==> config.mk <==
export PLATFORM = sky130hd
export DESIGN_NAME = pipe_sequencer
export DESIGN_NICKNAME = d
export VERILOG_FILES = /design/src/rtl/pipe_sequencer.sv
export SDC_FILE = /design/constraint.sdc
export NUM_CORES = 1
export LEC_CHECK = 0
export BUFFER_PORTS_ARGS = -buffer_cell sky130_fd_sc_hd__buf_2
export CAP_MARGIN = 25
export CORE_ASPECT_RATIO = 1.2
export CORE_MARGIN = 3
export CORE_UTILIZATION = 31
export CTS_BUF_LIST = sky130_fd_sc_hd__clkbuf_8
export DETAILED_ROUTE_END_ITERATION = 10
export PLACE_DENSITY = 0.57
export SYNTH_ARGS = -nofsm -noshare
export SYNTH_HDL_FRONTEND = slang
export SYNTH_SLANG_ARGS = --single-unit
export TNS_END_PERCENT = 20
==> constraint.sdc <==
create_clock -name i_sysclk -period 1.55 [get_ports i_sysclk]
set_input_delay 0.0775 -clock i_sysclk [delete_from_list [all_inputs] [get_ports i_sysclk]]
set_output_delay 0.0775 -clock i_sysclk [all_outputs]
set_load 0.005 [all_outputs]
==> src/rtl/pipe_sequencer.sv <==
// Camera power-up/config sequencer with frame-aligned stage-enable switching and pipeline flush.
// Optional frame watchdog enabled by defining FRAME_WATCHDOG_EN.
module pipe_sequencer #(
    parameter int unsigned NUM_STAGES   = 2,
    parameter int unsigned PWRUP_CYCLES = 1250000,
    parameter int unsigned FLUSH_CYCLES = 64,
    parameter int unsigned CFG_TIMEOUT  = 12500000,
    parameter int unsigned CFG_RETRIES  = 3
`ifdef FRAME_WATCHDOG_EN
    ,
    parameter int unsigned WDT_CYCLES   = 25000000
`endif
) (
    input  logic                  i_sysclk,
    input  logic                  db_rstn,
    input  logic                  i_sof,
    input  logic                  i_cfg_done,
    input  logic [NUM_STAGES-1:0] i_sw,
    input  logic [NUM_STAGES-1:0] i_stage_err,
    input  logic                  i_err_clr,
    output logic                  o_cfg_start,
    output logic [NUM_STAGES-1:0] o_stage_enable,
    output logic                  o_pipe_flush,
    output logic                  o_busy,
    output logic                  o_cfg_fail,
    output logic [NUM_STAGES-1:0] o_err_latch,
    output logic                  o_wdt_trip
);

    localparam int unsigned MAX_A = (PWRUP_CYCLES > FLUSH_CYCLES) ? PWRUP_CYCLES : FLUSH_CYCLES;
    localparam int unsigned MAX_B = (MAX_A > CFG_TIMEOUT) ? MAX_A : CFG_TIMEOUT;
`ifdef FRAME_WATCHDOG_EN
    localparam int unsigned MAX_C = (MAX_B > WDT_CYCLES) ? MAX_B : WDT_CYCLES;
`else
    localparam int unsigned MAX_C = MAX_B;
`endif
    localparam int unsigned CW = (MAX_C > 1) ? $clog2(MAX_C + 1) : 1;
    localparam int unsigned RW = (CFG_RETRIES > 0) ? $clog2(CFG_RETRIES + 1) : 1;

    typedef enum logic [2:0] {
        S_PWRUP,
        S_CFG,
        S_FLUSH,
        S_WAIT_SOF,
        S_RUN,
        S_FAIL
    } state_t;

    state_t                  state;
    logic [CW-1:0]           cnt;
    logic [RW-1:0]           retry;
    logic                    pending;
    logic                    rst_meta;
    logic                    rst_n;
    logic [NUM_STAGES-1:0]   sw_meta;
    logic [NUM_STAGES-1:0]   sw_s;

    always_ff @(posedge i_sysclk or negedge db_rstn) begin
        if (!db_rstn) begin
            rst_meta <= 1'b0;
            rst_n    <= 1'b0;
        end else begin
            rst_meta <= 1'b1;
            rst_n    <= rst_meta;
        end
    end

    always_ff @(posedge i_sysclk or negedge rst_n) begin
        if (!rst_n) begin
            sw_meta <= '0;
            sw_s    <= '0;
        end else begin
            sw_meta <= i_sw;
            sw_s    <= sw_meta;
        end
    end

    // pending lags sw_s by one cycle, so a switch edge coinciding with i_sof waits for the next frame
    always_ff @(posedge i_sysclk or negedge rst_n) begin
        if (!rst_n) begin
            state          <= S_PWRUP;
            cnt            <= '0;
            retry          <= '0;
            pending        <= 1'b0;
            o_cfg_start    <= 1'b0;
            o_stage_enable <= '0;
            o_pipe_flush   <= 1'b0;
            o_busy         <= 1'b1;
            o_cfg_fail     <= 1'b0;
            o_err_latch    <= '0;
`ifdef FRAME_WATCHDOG_EN
            o_wdt_trip     <= 1'b0;
`endif
        end else begin
            o_cfg_start <= 1'b0;
            pending     <= (sw_s != o_stage_enable);
            o_err_latch <= (o_err_latch & ~{NUM_STAGES{i_err_clr}}) | i_stage_err;

            case (state)
                S_PWRUP: begin
                    if (cnt == CW'(PWRUP_CYCLES - 1)) begin
                        state       <= S_CFG;
                        o_cfg_start <= 1'b1;
                        cnt         <= '0;
                    end else begin
                        cnt <= cnt + CW'(1);
                    end
                end

                S_CFG: begin
                    if (i_cfg_done) begin
                        state          <= S_FLUSH;
                        o_stage_enable <= sw_s;
                        o_pipe_flush   <= 1'b1;
                        cnt            <= '0;
                    end else if (cnt == CW'(CFG_TIMEOUT - 1)) begin
                        if (retry < RW'(CFG_RETRIES)) begin
                            retry       <= retry + RW'(1);
                            o_cfg_start <= 1'b1;
                            cnt         <= '0;
                        end else begin
                            state          <= S_FAIL;
                            o_cfg_fail     <= 1'b1;
                            o_stage_enable <= '0;
                        end
                    end else begin
                        cnt <= cnt + CW'(1);
                    end
                end

                S_FLUSH: begin
                    if (cnt == CW'(FLUSH_CYCLES - 1)) begin
                        state        <= S_WAIT_SOF;
                        o_pipe_flush <= 1'b0;
                        cnt          <= '0;
                    end else begin
                        cnt <= cnt + CW'(1);
                    end
                end

                S_WAIT_SOF: begin
                    if (i_sof) begin
                        state  <= S_RUN;
                        o_busy <= 1'b0;
                        cnt    <= '0;
                    end
                end

                S_RUN: begin
                    if (i_sof && pending) begin
                        state          <= S_FLUSH;
                        o_stage_enable <= sw_s;
                        o_pipe_flush   <= 1'b1;
                        o_busy         <= 1'b1;
                        cnt            <= '0;
                    end
`ifdef FRAME_WATCHDOG_EN
                    else if (i_sof) begin
                        cnt <= '0;
                    end else if (cnt == CW'(WDT_CYCLES - 1)) begin
                        state       <= S_CFG;
                        o_wdt_trip  <= 1'b1;
                        o_cfg_start <= 1'b1;
                        o_busy      <= 1'b1;
                        retry       <= '0;
                        cnt         <= '0;
                    end else begin
                        cnt <= cnt + CW'(1);
                    end
`endif
                end

                S_FAIL: begin
                    o_stage_enable <= '0;
                    o_busy         <= 1'b1;
                end

                default: begin
                    state  <= S_PWRUP;
                    cnt    <= '0;
                    o_busy <= 1'b1;
                end
            endcase
        end
    end

`ifndef FRAME_WATCHDOG_EN
    assign o_wdt_trip = 1'b0;
`endif

endmodule
==> impl_metrics.env <==
export IMPL_status="finished, violations left"
export IMPL_violations="negative setup slack"
export IMPL_ff_latch_area_mm2=0.00110
export IMPL_cp_required_ns=1.75
export IMPL_routedWlPerCell_um=16.5
export IMPL_fin_crit_sh_pct=148
export IMPL_ys_flop_type="dfrtp_1"
export IMPL_drc_errors=0
export IMPL_crit_path_max_fanout=2
export IMPL_ys_warnings_count=0
export IMPL_p_int_uw=2660
export IMPL_clockBufferDepth=2
export IMPL_syn_avg_cell_area_um2=9.68
export IMPL_synth_area_mm2=0.00250
export IMPL_synth_compound_area_share_pct=20.8
export IMPL_cts_buffers=5
export IMPL_path_buf_inv=1
export IMPL_r2r_slack_ns=-0.74
export IMPL_drive_gt1_share_pct=42.7
export IMPL_startpoint="cnt[13]"
export IMPL_die_w_um=87.9
export IMPL_grt_pass1_vias=2591
export IMPL_final_area_mm2=0.00372
export IMPL_synth_xor_area_share_pct=1.05
export IMPL_p_seq_share_pct=32.3
export IMPL_pwr_share_clk_pct=18.5
export IMPL_drtAntennaViolNets=0
export IMPL_switching_share_pct=38.4
export IMPL_clock_sinks=44
export IMPL_fill_cells=742
export IMPL_die_y_um=104
export IMPL_crit_path_cell_trace="or4_4 > nor3_4 > buf_6 > a2111oi_4 > or4_4 > mux2_4"
export IMPL_die_area_mm2=0.00917
export IMPL_crit_arrival_ns=2.49
export IMPL_p_per_area_mw_per_mm2=1160
export IMPL_drtIter0Drc=132
export IMPL_dpl_instance_area_mm2=0.00332
export IMPL_ios=18
export IMPL_synth_seq_area_share_pct=44.1
export IMPL_synth_cells=258
export IMPL_path_class="reg -> reg"
export IMPL_antenna_found_initial=0
export IMPL_start_util_pct=32.2
export IMPL_ys_types=54
export IMPL_place_gp_congestion=0.818
export IMPL_grt_ovfl_total=0
export IMPL_fmax_mhz=437
export IMPL_synth_top_family_by_area="simple AND/OR/NAND/NOR gates"
export IMPL_synth_async_reset_ratio_pct=100
export IMPL_synth_adder_area_share_pct=1.00
export IMPL_grt_max_degree=19
export IMPL_cp_depth=6
export IMPL_fin_worst_skew_ns=0.0105
export IMPL_rr_worst_depth=6
export IMPL_slowest_delay_ns=0.55
export IMPL_power_leakage_uw=0.00166
export IMPL_clk_latency_ns=0.31
export IMPL_path_delay_family="simple AND/OR/NAND/NOR gates"
export IMPL_setup_viol=34
export IMPL_p_sw_uw=1660
export IMPL_rr_endpoint="state[0]"
export IMPL_power_frac_comb_pct=49.2
export IMPL_crit_path_end_kind="register"
export IMPL_dpl_worst_slack_ns=-0.728
export IMPL_cp_start_kind="register"
export IMPL_htree_levels=2
export IMPL_multi_input_area_mm2=0.00145
export IMPL_cp_common_cell="or4_4"
export IMPL_synth_seq_cells=44
export IMPL_via_per_inst=5.54
export IMPL_final_nets=378
export IMPL_drtPass1Iterations=4
export IMPL_ir_worst_vdd_mv=0.637
export IMPL_hold_class="in -> reg"
export IMPL_maxCapViolations=0
export IMPL_n_antenna_cell=0
export IMPL_synth_edf_count=0
export IMPL_setup_slack_ns=-0.740
export IMPL_drt_total_wl_mm=7.57
export IMPL_mostFrequentLayoutCell="buf_4"
export IMPL_hpwl_mm=5.37
export IMPL_cp_endpoint="state[0]"
export IMPL_syn2layout_area_growth_pct=49.0
export IMPL_ctsRootBufferMaster="clkbuf_8"
export IMPL_grt_pass1_wl_mm=12.7
export IMPL_maxSlewViolCount=0
export IMPL_coreArea_mm2=0.00775
export IMPL_portBuffers=16
export IMPL_synthSimpleGateAreaFrac_pct=26.8
export IMPL_timing_rr_start="cnt[13]"
export IMPL_hold_viol_final=0
export IMPL_rsz0062_at_grt="true"
export IMPL_grt_usage_pct=17.3
export IMPL_clkTransAtPathRegs_ns=0.09
export IMPL_num_rows=35
export IMPL_cts_tree="done"
export IMPL_slowest_stage="or4_4"
export IMPL_finalCriticalPeriod_ns=2.29
export IMPL_vias=2549
export IMPL_layout_common_cells="buf_4, dfrtp_1, nand2_1"
export IMPL_synth_mux_area_share_pct=2.25
export IMPL_syn_nets=269
==> per-layer routing <==
| metal | global-route usage (%) | vias to the layer above | share of wire (%) |
|---|---|---|---|
| li1 | - | 1225 | - |
| met1 | 22.0 | 1283 | 44 |
| met2 | 30.0 | 33 | 53 |
| met3 | 2.85 | 8 | 2.1 |
| met4 | 4.39 | 0 | 1.2 |
| met5 | 0 | - | 0 |
==> power by group through the flow <==
stage	combinational (uW)	sequential, uW	clock [uW]
3_3_place_gp	1720	1410	0
4_1_cts	1950	1400	815
3_5_place_dp	1750	1410	0
6_report	2130	1400	797
2_1_floorplan	922	1440	0
5_1_grt	2290	1410	860
==> how the worst min path moves through the flow <==
| stage | start | to | slack (ns) | cells after the start |
|---|---|---|---|---|
| 6_report | i_err_clr | o_err_latch[0] | 0.06 | 3 |
| 5_1_grt | db_rstn | rst_n | 0.07 | 2 |
| 4_1_cts | db_rstn | rst_n | 0.07 | 2 |
| 3_5_place_dp | db_rstn | rst_meta | -0.13 | 1 |
| 3_3_place_gp | db_rstn | rst_meta | -0.14 | 1 |
| 2_1_floorplan | db_rstn | rst_meta | -0.22 | 0 |
==> cell usage after synthesis (all sizes together) (2+ instances only) <==
cell type   n  area (um^2)
and2        3         18.8
nand2      25         93.8
mux2i       3         30.0
or4        20          161
buf         5         32.5
ha          2         25.0
o21ai      16         83.8
or3         4         26.3
and4        4         35.0
dfrtp      43         1080
nand4      10         62.6
a31oi       2         12.5
nor4        3         33.8
conb        2         7.51
nand2b      2         12.5
xnor2       3         26.3
nand3       9         45.0
clkbuf      8         30.0
or2         3         18.8
o21a        3         22.5
a21oi       4         20.0
o31ai      15          118
nor3       11         71.3
a21o        2         15.0
nor2        9         33.8
mux2        2         26.3
o32ai       4         35.0
inv         8         30.0
a22oi      16          120
a2bb2oi     2         17.5
==> layout make-up <==
cell class / count / area share (%)
multi-input cells: 193 / 39.0
repair buffers: 115 / 24.8
well taps: 92 / 3.09
flip-flops and latches: 44 / 29.6
inverters: 8 / 0.807
clock buffers: 6 / 2.22
clock inverters: 2 / 0.370
==> worst min-delay path: stages <==
cell,delay (ns)
buf_2,0.10
inv_1,0.06
a21o_1,0.11
==> logic make-up (layout without fill, tap and decap cells) <==
| group | after synthesis | after routing |
|---|---|---|
| muxes | 5 | 5 |
| AOI/OAI and AO/OA | 71 | 71 |
| buffers and inverters | 21 | 131 |
| adders and majority gates | 2 | 2 |
| and+or+nand+nor | 110 | 110 |
| DFF | 44 | 44 |
| xor gates and xnor gates | 3 | 3 |
| other | 2 | 2 |
==> what timing repair did <==
item	CTS	global route
hold buffers	5	0
gates resized for setup	23	18
buffers inserted	4	4
endpoints found under the setup margin	34	34
hold endpoints to repair	6	0
pin swaps	13	9
cloned	2	0
==> state kept, by name, summed over array words and instances (netlist names) <==
register	cells
o_cfg_start	1
retry	2
o_err_latch	2
pending	1
rst_meta	1
o_cfg_fail	1
sw_meta	2
state	3
sw_s	2
o_stage_enable	2
o_busy	1
rst_n	1
cnt	24
o_pipe_flush	1
==> stage by stage <==
stage	util, %	setup TNS (ns)	power [uW]	std cells	hold slack (ns)
after global placement	42.8	-18.30	3140	439	-0.137
after floorplan	-	-18.67	2360	258	-0.218
after global routing	48.0	-22.08	4560	460	0.0747
final	48.0	-19.77	4320	460	0.0625
after CTS	46.7	-18.53	4160	456	0.0655
after detailed placement	42.8	-19.58	3170	439	-0.135
(Power assumes the default switching activity.)
